[src/rtl/fifo_write_control.sv]
// Write-side controller of the async FIFO: write pointer, memory address and
// full / almost-full / fill-level flags derived from the synchronised gray read pointer.
module fifo_write_control #(
    parameter int address_width   = 4,
    parameter int almost_full_thr = 12
) (
    input  logic                     w_clk,
    input  logic                     w_rst,
    input  logic                     w_inc,
    input  logic [address_width:0]   r_ptr_sync,
    input  logic                     ovf_clr,
    output logic                     w_en,
    output logic [address_width-1:0] w_addre,
    output logic [address_width:0]   w_ptr,
    output logic                     is_full,
    output logic                     almost_full,
    output logic [address_width:0]   w_level,
    output logic                     overflow
);

    localparam int AW = address_width;
    localparam logic [AW:0] AF_THR = (AW + 1)'(almost_full_thr);

    logic          accept;
    logic          ovf_event;
    logic [AW:0]   w_bin;
    logic [AW:0]   w_bin_next;
    logic [AW:0]   w_gray_next;
    logic [AW:0]   r_bin;
    logic [AW:0]   full_pattern;
    logic [AW:0]   level_next;

    // Write enable is deliberately not reset-gated; pointers stay at 0 while in reset anyway.
    assign w_en      = w_inc & ~is_full;
    assign accept    = w_en;
    assign ovf_event = w_inc & is_full;

    assign w_bin_next  = w_bin + {{AW{1'b0}}, accept};
    assign w_gray_next = (w_bin_next >> 1) ^ w_bin_next;

    // Gray-to-binary: bit i is the XOR of all gray bits from i up to the MSB.
    always_comb begin
        r_bin = '0;
        for (int i = 0; i <= AW; i++) begin
            r_bin[i] = ^(r_ptr_sync >> i);
        end
    end

    // Full when the write pointer is one whole lap ahead: top two gray bits inverted.
    assign full_pattern = {~r_ptr_sync[AW:AW-1], r_ptr_sync[AW-2:0]};
    assign level_next   = w_bin_next - r_bin;

    // NOTE: sequential state uses non-blocking assignments so every register
    // samples the pre-edge values and ordering between blocks cannot matter.
    always_ff @(posedge w_clk or negedge w_rst) begin
        if (!w_rst) begin
            w_bin       <= '0;
            w_addre     <= '0;
            w_ptr       <= '0;
            is_full     <= 1'b0;
            almost_full <= 1'b0;
            w_level     <= '0;
            overflow    <= 1'b0;
        end else begin
            w_bin       <= w_bin_next;
            w_addre     <= w_bin_next[AW-1:0];
            w_ptr       <= w_gray_next;
            is_full     <= (w_gray_next == full_pattern);
            almost_full <= (level_next >= AF_THR);
            w_level     <= level_next;
            // A fresh overflow wins over a simultaneous clear.
            if (ovf_event) begin
                overflow <= 1'b1;
            end else if (ovf_clr) begin
                overflow <= 1'b0;
            end
        end
    end

endmodule

[config.mk]
export PLATFORM = sky130hd
export DESIGN_NAME = fifo_write_control
export DESIGN_NICKNAME = d
export VERILOG_FILES = /design/src/rtl/fifo_write_control.sv
export SDC_FILE = /design/constraint.sdc
export NUM_CORES = 1
export LEC_CHECK = 0
export ABC_AREA = 1
export BUFFER_PORTS_ARGS = -buffer_cell sky130_fd_sc_hd__buf_2
export CAP_MARGIN = 0
export CORE_ASPECT_RATIO = 0.7
export CORE_MARGIN = 5
export CORE_UTILIZATION = 30
export CTS_CLUSTER_SIZE = 14
export DETAILED_ROUTE_END_ITERATION = 10
export PLACE_DENSITY_LB_ADDON = 0.1
export SYNTH_ARGS = -nofsm -noshare
export SYNTH_HDL_FRONTEND = slang
export SYNTH_SLANG_ARGS = --single-unit
[constraint.sdc]
create_clock -name w_clk -period 2.8 [get_ports w_clk]
set_input_delay 0.14 -clock w_clk [delete_from_list [all_inputs] [get_ports w_clk]]
set_output_delay 0.14 -clock w_clk [all_outputs]
set_load 0.03 [all_outputs]
# Word level (Yosys, flattened, before mapping)
# Index checks and enable logic that the tools add are counted.
[classes] n_eq_ne=1 bitwise=5 n_lt_le_gt_ge=1 n_mux=2 addsub=2 reduce_logical=6
[ops] operator="5-bit parity" count=5
[ops] operator="5-bit by 1-bit adder with 5-bit output" count=1
[ops] operator="5-bit equality test" count=1
[ops] operator="5-bit by 4-bit >= comparator with 1-bit output (second input constant)" count=1
[ops] operator="5-bit subtractor" count=1
[ops] operator="4-bit by 5-bit XOR with 5-bit output" count=1
[ops] operator="1-bit AND" count=2
[ops] operator="1-bit 2-to-1 mux" count=2
[ops] operator="2-bit NOT" count=1
[ops] operator="2-bit nonzero test" count=1
[ops] operator="1-bit NOT" count=1
[totals] wordCells=24 register_bits=22 output_inout_bits=18 in_bits=9

# Longest topological paths before layout
# Gate-level depths: netlist of the first run.
[depth] word_depth=5 ltp_mapped=16 mapped_depth_nobuf=16

# Least setup slack after synthesis of the first run
# Ideal clock, no wire load.
[synth_path] kind="reg-to-reg" startpoint="register is_full" endpoint="register almost_full" path_buffers=0 period_less_slack_ns=2.088 t_arrival_ns=1.971 required_ns=2.683 path_stages_with_launch=15 setup_slack_ns=0.712 setup_time_ns=0.117 cell_sequence="dfrtp_1 -> inv_2 -> nand3_4 -> inv_2 -> ha_1 -> inv_1 -> nand3_1 -> and2_1 -> ha_1 -> inv_1 -> nand2_1 -> nand3_2 -> nand3_1 -> nand2_1 -> nand2_1"
[synth_via] elab_chain_cells=5
[synth_rtl] item="from (decl)" line="15" text="output logic is_full,"
[synth_rtl] item="from (signal assigned)" line="68" text="is_full <= (w_gray_next == full_pattern);"
[synth_rtl] item="1-bit NOT" line="34" text="assign w_en = w_inc & ~is_full;"
[synth_rtl] item="1-bit AND" line="34"
[synth_rtl] item="5-bit by 1-bit adder with 5-bit output" line="38" text="assign w_bin_next = w_bin + {{AW{1'b0}}, accept};"
[synth_rtl] item="5-bit subtractor" line="51" text="assign level_next = w_bin_next - r_bin;"
[synth_rtl] item="5-bit by 4-bit >= comparator with 1-bit output" line="69" text="almost_full <= (level_next >= AF_THR);"
[synth_rtl] item="to (signal assigned)" line="69"
[synth_rtl] item="to (decl)" line="16" text="output logic almost_full,"
# No other way between the ends.
# A chain may end at the register's enable or synchronous reset.

# Worst setup path after layout of the first run
[layout_path] startpoint="register is_full" endpoint="register w_level[3]"
[layout_via] elab_chain_cells=4
[layout_rtl] item="1-bit NOT" line="34"
[layout_rtl] item="1-bit AND" line="34"
[layout_rtl] item="5-bit by 1-bit adder with 5-bit output" line="38"
[layout_rtl] item="via w_bin_next[2]" line="27" text="logic [AW:0] w_bin_next;"
[layout_rtl] item="5-bit subtractor" line="51"
[layout_rtl] item="via level_next[3]" line="31" text="logic [AW:0] level_next;"
[layout_rtl] item="to (signal assigned)" line="70" text="w_level <= level_next;"
[layout_rtl] item="to (decl)" line="17" text="output logic [address_width:0] w_level,"
# The timed path passes the listed nets, and every way through them passes these cells.

==> metrics.cfg, run 1 <==
[outcome]
run_status = finished clean

[timing]
fin_worst_skew_ps = 0.9259
hold_violations = 0
rsz0062_at_grt = no
setup_viol = 0
worstMarginPinSlew_ps = 394.9
relSlewSlack_pct = 73.67
setup_ws_ps = 668.9
fin_crit_ps = 2131
fin_tns_setup_ps = 0
max_freq_ghz = 0.4692
slew_violations = 0
fin_crit_sh_pct = 76.11

[clock_network]
cts_root_buf = clkbuf_8
cts_setup_buffers = 0
numClockSinks = 17
clock_path_buffers = 2
cts_made_buffers = 3
path_clk_slew_ps = 70
cts_tree = yes
htree_levels = 1
clock_latency_ps = 250

[synth]
synth_compound_area_share_pct = 2.022
yosys_warnings = 0
syn_area_per_cell_sq_um = 7.424
yosysSeqAreaShare_pct = 38.20
synth_area_sq_um = 1114
synth_mux_area_share_pct = 0
synth_top_family_by_area = simple AND/OR/NAND/NOR gates
synth_xor_area_share_pct = 2.247
synth-adder-area-share_pct = 5.618
synthCells = 150
syn_nets = 164
yosys.area_share.simple_pct = 43.48
ys_ff_latch = 17
yosysUniqueCellTypes = 22

[global_route]
first_global_vias = 993
grt-ovfl-total = 0
track_usage_pct = 10.88
grt_max_degree = 18
grt_pass1_wl_mm = 4.395
antenna_found_initial = 0

[min_path]
min_from = ovf_clr
hold_path_class = in2reg
hold_depth = 2
min_to = overflow

[power_and_ir_drop]
p_per_area_nw_per_um2 = 1220
p_leak_nw = 0.7722
vdd_drop_max_mv = 0.2888

[route]
first_pass_iters = 4
finalWirelength_mm = 2.478
num_vias = 990
via_per_inst = 4.286
drt_iter0_drc = 24
ant_nets = 0
drc_errors = 0
wire_per_inst_microns = 10.73

[floorplan]
dieWidth_microns = 82.82
coreArea_sq_um = 3558
ios = 27
start_util_pct = 31.29
die_area_sq_um = 5050
die_h_microns = 60.98
rows = 18

[cells_and_area]
nets = 196
final_common_cell = nand2_1
drive_gt1_share_pct = 30.39
diodes = 0
area_delta_synth_final_pct = 22.25
fillCellCount = 379
final_cell_mix = nand2_1, buf_2, inv_1
fin_cells = 231

[worst_setup_path]
arrival_ps = 2280
r2r-start = is_full
start_kind = register
path_class = reg2reg
cp_max_fo = 6
worstReg2RegEnd = w_level[3]
end_kind = register
rrSetupSlack_ps = 670
r2r_cells = 13
required_ps = 2950

[run]
drv_cap = 0

[placement]
finalWeightedCongestion = 0.8480
dp.cells = 226
io_buffers = 26
place_ws_ps = 679.9
dp_hpwl_mm = 2.070

what timing repair did:
action	CTS	global route
hold buffers	1	0
hold endpoints to repair	17	0
gates resized for setup	0	0
registers in the layout (all words and copies together) (netlist names):
name / count
w_level: 5
w_ptr: 4
w_addre: 3
w_bin: 2
almost_full: 1
is_full: 1
overflow: 1
critical path, cell delays in order, from the launching register on:
cell and delay, ps:
dfrtp_1 450, inv_2 110, nand3_4 80, inv_2 70, ha_1 220, inv_1 70, nand2_1 70, nand2_2 100
ha_1 330, nand2_1 60, nand3b_1 170, nand2_1 80, nand2_1 60, and2_1 140
per-stage QoR:
| stage | hold slack, ps | cell area [sq um] | utilization, % | total power [mW] |
|---|---|---|---|---|
| after floorplan | -155.6 | 1114 | - | 1.221 |
| after global placement | 91.42 | 1306 | 36.71 | 1.483 |
| after detailed placement | 94.00 | 1306 | 36.71 | 1.488 |
| after CTS | 71.01 | 1361 | 38.26 | 1.687 |
| after global routing | 90.00 | 1361 | 38.26 | 1.833 |
| final | 77.30 | 1361 | 38.26 | 1.661 |
logic make-up after synthesis:
family / count (synthesis)
adder cells (fa/ha/maj): 5
XOR/XNOR: 2
AND/OR/NAND/NOR: 98
flip-flops: 17
AO/OA/AOI/OAI: 3
buffers and inverters: 25
power by group:
group | switching, mW | internal, mW | total (mW)
Combinational | 0.715 | 0.328 | 1.04
Clock | 0.0865 | 0.101 | 0.188
Sequential | 0.0673 | 0.363 | 0.430
Total | 0.869 | 0.792 | 1.66
cell type report:
type	instances	area (sq um)	area share [%]
well taps	50	62.56	4.596
inverters	25	93.84	6.893
clock buffers	4	45.04	3.309
flip-flops and latches	17	425.4	31.25
repair buffers	27	140.1	10.29
multi-input cells	108	594.3	43.66
synth_stat cells (all sizes together):
cell type	n	area [sq um]
nand2	70	310.3
inv	25	93.84
nand3	19	112.6
dfrtp	17	425.4
ha	5	62.56
nor2	3	18.77
and2	2	12.51
xor2	2	25.03
a21oi	1	5.000
nand3b	1	7.510
nand4	1	6.260
nor3	1	10.01
o21bai	1	11.26
o22ai	1	6.260
or2	1	6.260
metal layers:
metal  vias to the layer above  part of all wire [%]  GRT usage, %
li1                        523                     -             -
met1                       438                    49         13.61
met2                        27                    42         17.92
met3                         2                   7.3         3.799
met4                         0                   1.0         3.730
met5                         -                     0             0
worst max path at each step:
stage / to / depth (start not counted) / slack [ps] / startpoint
global route: almost_full / 14 / 430 / is_full
CTS: w_level[3] / 13 / 660 / is_full
finish: w_level[3] / 13 / 670 / is_full
global placement: w_level[3] / 13 / 720 / is_full
detailed placement: w_level[3] / 13 / 680 / is_full
floorplan: almost_full / 14 / 710 / is_full
Note: power is estimated with default switching activity, not from simulation.
==> run 2: changes to the inputs <==
--- a/config.mk
+++ b/config.mk
@@ -5,7 +5,7 @@
 export SDC_FILE = /design/constraint.sdc
 export NUM_CORES = 1
 export LEC_CHECK = 0
-export ABC_AREA = 1
+export ABC_AREA = 0
 export BUFFER_PORTS_ARGS = -buffer_cell sky130_fd_sc_hd__buf_2
 export CAP_MARGIN = 0
 export CORE_ASPECT_RATIO = 0.7
==> constraint.sdc (replaced) <==
create_clock -name w_clk -period 2.1 [get_ports w_clk]
set_input_delay 0.105 -clock w_clk [delete_from_list [all_inputs] [get_ports w_clk]]
set_output_delay 0.105 -clock w_clk [all_outputs]
set_load 0.03 [all_outputs]
==> run 2 against run 1 <==
Effect of this change: the run now ends with negative setup slack left; synthesized cell count decreased by 41%; sequential cell count unchanged; worst hold slack got worse by 38 ps; maximum frequency down 7.2%; design area up 16%; final cell count shrank 20%; sequential share of layout area down 4.1 points; area after synthesis decreased by 12%; via count shrank 19%.
==> metrics.cfg, run 2 <==
[synth]
syn_nets = 102  ; was 164
synthCells = 88  ; was 150
synth_commonest_cells = dfrtp_1, xnor2_1, inv_1  ; was nand2_1, inv_1, dfrtp_1, nand3_1, nand2_2
synth_area_sq_um = 982.2  ; was 1114 sq um
yosysTopAreaCellShare_pct = 43.31  ; was 38.20%
syn_area_per_cell_sq_um = 11.16  ; was 7.424 sq um
yosys_warnings = 0  ; unchanged
synth_flop_cell = dfrtp_1  ; unchanged
synthDominantAreaCellType = dfrtp_1  ; unchanged
yosysUniqueCellTypes = 29  ; was 22
ys_ff_latch = 17  ; unchanged
yosysSeqAreaShare_pct = 43.31  ; was 38.20%
async_flop_share_pct = 100.0  ; unchanged
synth_area_leaders = dfrtp_1, xnor2_1, ha_1, xor2_1, inv_1  ; was dfrtp_1, nand2_1, nand2_2, nand3_1, inv_1
yosysMostFrequentCell = dfrtp_1  ; was nand2_1
synth-edff-count = 0  ; unchanged

[worst_setup_path]
critical_path_depth = 8  ; was 13
r2r_cells = 8  ; was 13
crit_chain = and3b_2 > ha_4 > xor2_2 > ha_4 > a211oi_1 > o211ai_1 > and3_4 > or3_1  ; was inv_2 > nand3_4 > inv_2 > ha_1 > inv_1 > nand2_1 > nand2_2 > ha_1 > nand2_1 > nand3b_1 > nand2_1 > nand2_1 > and2_1
critPathTopFamily = simple AND/OR/NAND/NOR gates  ; unchanged
start_kind = register  ; unchanged
path_common_cell = ha_4  ; was nand2_1
cp_max_fo = 4  ; was 6
slowest_delay_ps = 440  ; was 450 ps
end_kind = register  ; unchanged
arrival_ps = 2420  ; was 2280 ps
path_class = reg2reg  ; unchanged
cpMaxStageDelayCell = dfrtp_2  ; was dfrtp_1
crit_buf_inv = 0  ; was 3
required_ps = 2220  ; was 2950 ps

[route]
wire_per_inst_microns = 12.72  ; was 10.73 microns
num_vias = 802  ; was 990
drt_iter0_drc = 30  ; was 24
finalWirelength_mm = 2.354  ; was 2.478 mm
drc_errors = 0  ; unchanged
via_per_inst = 4.335  ; was 4.286
first_pass_iters = 4  ; unchanged
ant_nets = 0  ; unchanged

[timing]
fin_crit_sh_pct = 109.3  ; was 76.11%
hold_violations = 0  ; unchanged
fin_crit_ps = 2295  ; was 2131 ps
setup_viol = 3  ; was 0
max_freq_ghz = 0.4356  ; was 0.4692 GHz
worstMarginPinSlew_ps = 399.0  ; was 394.9 ps
rsz0062_at_grt = yes  ; was no
slew_violations = 0  ; unchanged
relSlewSlack_pct = 73.40  ; was 73.67%
fin_worst_skew_ps = 3.956  ; was 0.9259 ps
setup_ws_ps = -195.5  ; was 668.9 ps

[cells_and_area]
area_delta_synth_final_pct = 60.25  ; was 22.25%
final_cell_mix = buf_2, buf_4, dfrtp_1  ; was nand2_1, buf_2, inv_1
reg_top3 = w_level x5, w_ptr x4, w_addre x3  ; unchanged
diodes = 0  ; unchanged
fillCellCount = 298  ; was 379
drive_gt1_share_pct = 56.46  ; was 30.39%
max_flop_register = w_level  ; unchanged
multiInputGateArea_sq_um = 658.1  ; was 594.3 sq um
seq_area_sq_um = 427.9  ; was 425.4 sq um
nets = 162  ; was 196
largest_reg_flops = 5  ; unchanged

[floorplan]
ios = 27  ; unchanged
rows = 17  ; was 18
start_util_pct = 31.20  ; was 31.29%
dieWidth_microns = 78.39  ; was 82.82 microns
coreArea_sq_um = 3148  ; was 3558 sq um
die_h_microns = 57.87  ; was 60.98 microns
die_area_sq_um = 4536  ; was 5050 sq um

[clock_network]
cts_tree = yes  ; unchanged
clock_path_buffers = 2  ; unchanged
cts_root_buf = clkbuf_8  ; unchanged
htree_levels = 1  ; unchanged
clock_latency_ps = 240  ; was 250 ps
cts_made_buffers = 3  ; unchanged
path_clk_slew_ps = 70  ; about the same
numClockSinks = 17  ; unchanged

[outcome]
violations = negative setup slack
run_status = complete, but fails checks  ; was finished clean

[placement]
finalWeightedCongestion = 0.8461  ; was 0.8480
dp_hpwl_mm = 1.825  ; was 2.070 mm
place_ws_ps = -342.2  ; was 679.9 ps
io_buffers = 26  ; unchanged

[global_route]
track_usage_pct = 11.59  ; was 10.88%
grt_pass1_wl_mm = 4.105  ; was 4.395 mm
antenna_found_initial = 0  ; unchanged
grt_max_degree = 18  ; unchanged
first_global_vias = 863  ; was 993
grt-ovfl-total = 0  ; unchanged

[min_path]
hold_depth = 2  ; unchanged
hold_path_class = in2reg  ; unchanged

[run]
drv_cap = 0  ; unchanged

run 2: final cells by class:
class | count | share of cell area [%]
Clock buffer | 4 | 2.862
Inverter | 7 | 1.669
Multi-Input combinational cell | 63 | 41.81
Sequential cell | 17 | 27.19
Tap cell | 38 | 3.021
Timing Repair Buffer | 56 | 23.45
run 2: cells by family after synthesis:
logic type | count (synthesis) | share of synthesized area [%]
compound gates | 11 | 9.935
flops | 17 | 43.31
buf+inv | 8 | 3.057
simple gates | 22 | 11.47
fa+ha+maj | 5 | 6.369
xor+xnor | 23 | 23.69
mux | 2 | 2.166
run 2: routing by layer:
layer,share of wire (%),track usage [%]
met1,47,15.13
met2,48,19.51
met3,3.3,1.863
met4,0.98,4.489
met5,0,0
run 2: through the flow:
stage                     instance area [sq um]  utilization, %  hold slack (ps)  setup TNS (ps)  instances
after detailed placement                   1385           44.00            62.05          -608.0        176
final                                      1574           50.00            39.45          -399.6        185
after floorplan                            1033               -           -190.6          -653.0         88
after CTS                                  1540           48.93            35.19          -406.3        185
after global routing                       1574           50.00            57.43          -671.9        185
after global placement                     1385           44.00            46.22          -579.6        176
run 2: timing repair:
| action | 4_1_cts | 5_1_grt |
|---|---|---|
| hold buffers | 1 | 0 |
| buffers inserted | 4 | 1 |
| resized for setup | 14 | 5 |
| hold endpoints to repair | 17 | 0 |
| pin swaps | 13 | 9 |
| endpoints found under the setup margin | 3 | 5 |
run 2: final timing paths:
kind / start / endpoint / slack, ps
min reg2reg: overflow / overflow / 510
max in group asynchronous: w_rst / is_full / 1480
max: is_full / almost_full / -200
max reg2reg: is_full / almost_full / -200
min in group asynchronous: w_rst / w_level[1] / 310
min: ovf_clr / overflow / 40
run 2: worst register-to-register path, cell delays in order (launching register included):
cell      delay (ps)
dfrtp_2          440
and3b_2          280
ha_4             210
xor2_2           190
ha_4             180
a211oi_1         170
o211ai_1         150
and3_4           200
or3_1            350
Power of run 2 is not shown: default switching activity piles up to over one toggle a cycle in this logic, so the estimate is an artifact.
==> run 3: changes to the inputs <==
--- a/config.mk
+++ b/config.mk
@@ -10,7 +10,7 @@
 export CAP_MARGIN = 0
 export CORE_ASPECT_RATIO = 0.7
 export CORE_MARGIN = 5
-export CORE_UTILIZATION = 30
+export CORE_UTILIZATION = 40
 export CTS_CLUSTER_SIZE = 14
 export DETAILED_ROUTE_END_ITERATION = 10
 export PLACE_DENSITY_LB_ADDON = 0.1
==> run 3 against run 2 <==
Effect of this change: final cell count down 3.2%; critical endpoint unchanged; die area decreased by 21%; non-clock buffer count is 2 lower; first-iteration DRC count rose by 13%; largest cell class unchanged; clock skew about the same; the flow still finishes with violations (negative setup slack); sequential share of layout area decreased by 0.21 points; wire length is 1.1% higher.
==> metrics.cfg, run 3 (synthesis gave the netlist of run 2 again) <==
[cells_and_area]
final_cell_mix = buf_2, buf_4, dfrtp_1  ; unchanged
largest_reg_flops = 5  ; unchanged
reg_top3 = w_level x5, w_ptr x4, w_addre x3  ; unchanged
seq_area_sq_um = 427.9  ; unchanged
drive_gt1_share_pct = 59.31  ; was 56.46%
diodes = 0  ; unchanged
fillCellCount = 199  ; was 298
fin_util_pct = 66.04  ; was 50.00%
nets = 160  ; was 162
area_delta_synth_final_pct = 61.53  ; was 60.25%
multiInputGateArea_sq_um = 706.9  ; was 658.1 sq um
final_common_cell = buf_2
max_flop_register = w_level  ; unchanged

[route]
num_vias = 808  ; was 802
ant_nets = 0  ; unchanged
finalWirelength_mm = 2.381  ; was 2.354 mm
via_per_inst = 4.514  ; was 4.335
drt_iter0_drc = 34  ; was 30
drc_errors = 0  ; unchanged
wire_per_inst_microns = 13.30  ; was 12.72 microns
first_pass_iters = 4  ; unchanged

[global_route]
track_usage_pct = 14.66  ; was 11.59%
antenna_found_initial = 0  ; unchanged
grt.met1_usage_pct = 17.15  ; was 15.13%
grt_busiest_layer = met2  ; unchanged
grt_max_degree = 18  ; unchanged
grt_use_met2_pct = 27.53  ; was 19.51%
first_global_vias = 866  ; was 863
grt.met3_usage_pct = 4.126  ; was 1.863%
grt-ovfl-total = 0  ; unchanged
grt_pass1_wl_mm = 4.091  ; was 4.105 mm

[worst_setup_path]
slowest_delay_ps = 440  ; about the same
crit_buf_inv = 0  ; unchanged
arrival_ps = 2460  ; was 2420 ps
cp_max_fo = 4  ; unchanged
r2r-start = is_full  ; unchanged
rrSetupSlack_ps = -180  ; was -200 ps
r2r_cells = 8  ; unchanged
end_kind = register  ; unchanged
crit_chain = and3b_2 > ha_4 > xor2_2 > ha_4 > a211oi_2 > o211ai_1 > and3_4 > or3_1  ; was and3b_2 > ha_4 > xor2_2 > ha_4 > a211oi_1 > o211ai_1 > and3_4 > or3_1
path_class = reg2reg  ; unchanged
critPathTopFamily = simple AND/OR/NAND/NOR gates  ; unchanged
start_kind = register  ; unchanged
required_ps = 2280  ; was 2220 ps
path_common_cell = ha_4  ; unchanged
worstReg2RegEnd = almost_full  ; unchanged
cpMaxStageDelayCell = dfrtp_2  ; unchanged

[floorplan]
die_area_sq_um = 3562  ; was 4536 sq um
rows = 15  ; was 17
die_h_microns = 51.46  ; was 57.87 microns
ios = 27  ; unchanged
start_util_pct = 40.89  ; was 31.20%
dieWidth_microns = 69.23  ; was 78.39 microns
coreArea_sq_um = 2402  ; was 3148 sq um

[run]
drv_cap = 0  ; unchanged

[min_path]
hold_depth = 3  ; was 2
min_from = w_inc  ; was ovf_clr
hold_path_class = in2reg  ; unchanged
min_to = overflow  ; unchanged

[clock_network]
htree_levels = 1  ; unchanged
clock_latency_ps = 290  ; was 240 ps
path_clk_slew_ps = 100  ; was 70 ps
numClockSinks = 17  ; unchanged
clock_path_buffers = 2  ; unchanged
cts_made_buffers = 3  ; unchanged
cts_tree = yes  ; unchanged
cts_root_buf = clkbuf_4  ; was clkbuf_8

[timing]
setup_ws_ps = -178.8  ; was -195.5 ps
fin_crit_sh_pct = 108.5  ; was 109.3%
slew_violations = 0  ; unchanged
relSlewSlack_pct = 73.53  ; was 73.40%
hold_violations = 0  ; unchanged
worstMarginPinSlew_ps = 397.0  ; was 399.0 ps
rsz0062_at_grt = yes  ; unchanged
setup_viol = 2  ; was 3
fin_crit_ps = 2279  ; was 2295 ps
fin_worst_skew_ps = 3.526  ; was 3.956 ps
max_freq_ghz = 0.4388  ; was 0.4356 GHz

[placement]
finalWeightedCongestion = 0.7679  ; was 0.8461
io_buffers = 26  ; unchanged
dp_hpwl_mm = 1.843  ; was 1.825 mm

[outcome]
violations = negative setup slack  ; unchanged
run_status = complete, but fails checks  ; unchanged

-- run 3: worst max-delay path by stage --
stage	from	endpoint	slack [ps]	cells after the start
floorplan	is_full	almost_full	-460	9
global placement	r_ptr_sync[4]	almost_full	-290	11
detailed placement	r_ptr_sync[4]	almost_full	-360	11
CTS	is_full	almost_full	-170	10
global route	is_full	almost_full	-300	8
finish	is_full	almost_full	-180	8
-- run 3: metrics by stage --
stage	worst slack (ps)	area (sq um)	hold WS (ps)	std cells	setup TNS, ps
finish	-178.8	1587	44.66	179	-302.5
global route	-301.0	1587	39.56	179	-637.0
CTS	-172.4	1488	36.10	178	-247.9
detailed placement	-356.9	1380	52.91	172	-633.0
global placement	-295.0	1380	44.41	172	-492.7
floorplan	-461.6	1033	-190.6	88	-653.0
-- run 3: area by class of cell --
class	instances	share of cell area [%]
Inverter	7	1.656
Timing Repair Buffer	54	22.48
Clock buffer	4	1.656
Tap cell	34	2.681
Sequential cell	17	26.97
Multi-Input combinational cell	63	44.56
-- run 3: timing repair --
item,4_1_cts,5_1_grt
endpoints found under the hold margin,18,0
hold buffers,2,0
pin swaps,11,9
buffers inserted,0,2
setup endpoints to repair,3,5
gates resized for setup,12,15
-- run 3: metal layers --
| layer | vias to the layer above | wire length [microns] |
|---|---|---|
| li1 | 407 | - |
| met1 | 386 | 1009 |
| met2 | 15 | 1286 |
| met3 | 0 | 85 |
| met4 | 0 | 0 |
| met5 | - | 0 |
-- run 3: worst min-delay path: stages --
cell and delay [ps]:
buf_2 100, nand2_1 50, o21ai_0 50
Power of run 3 is left out for the same reason.
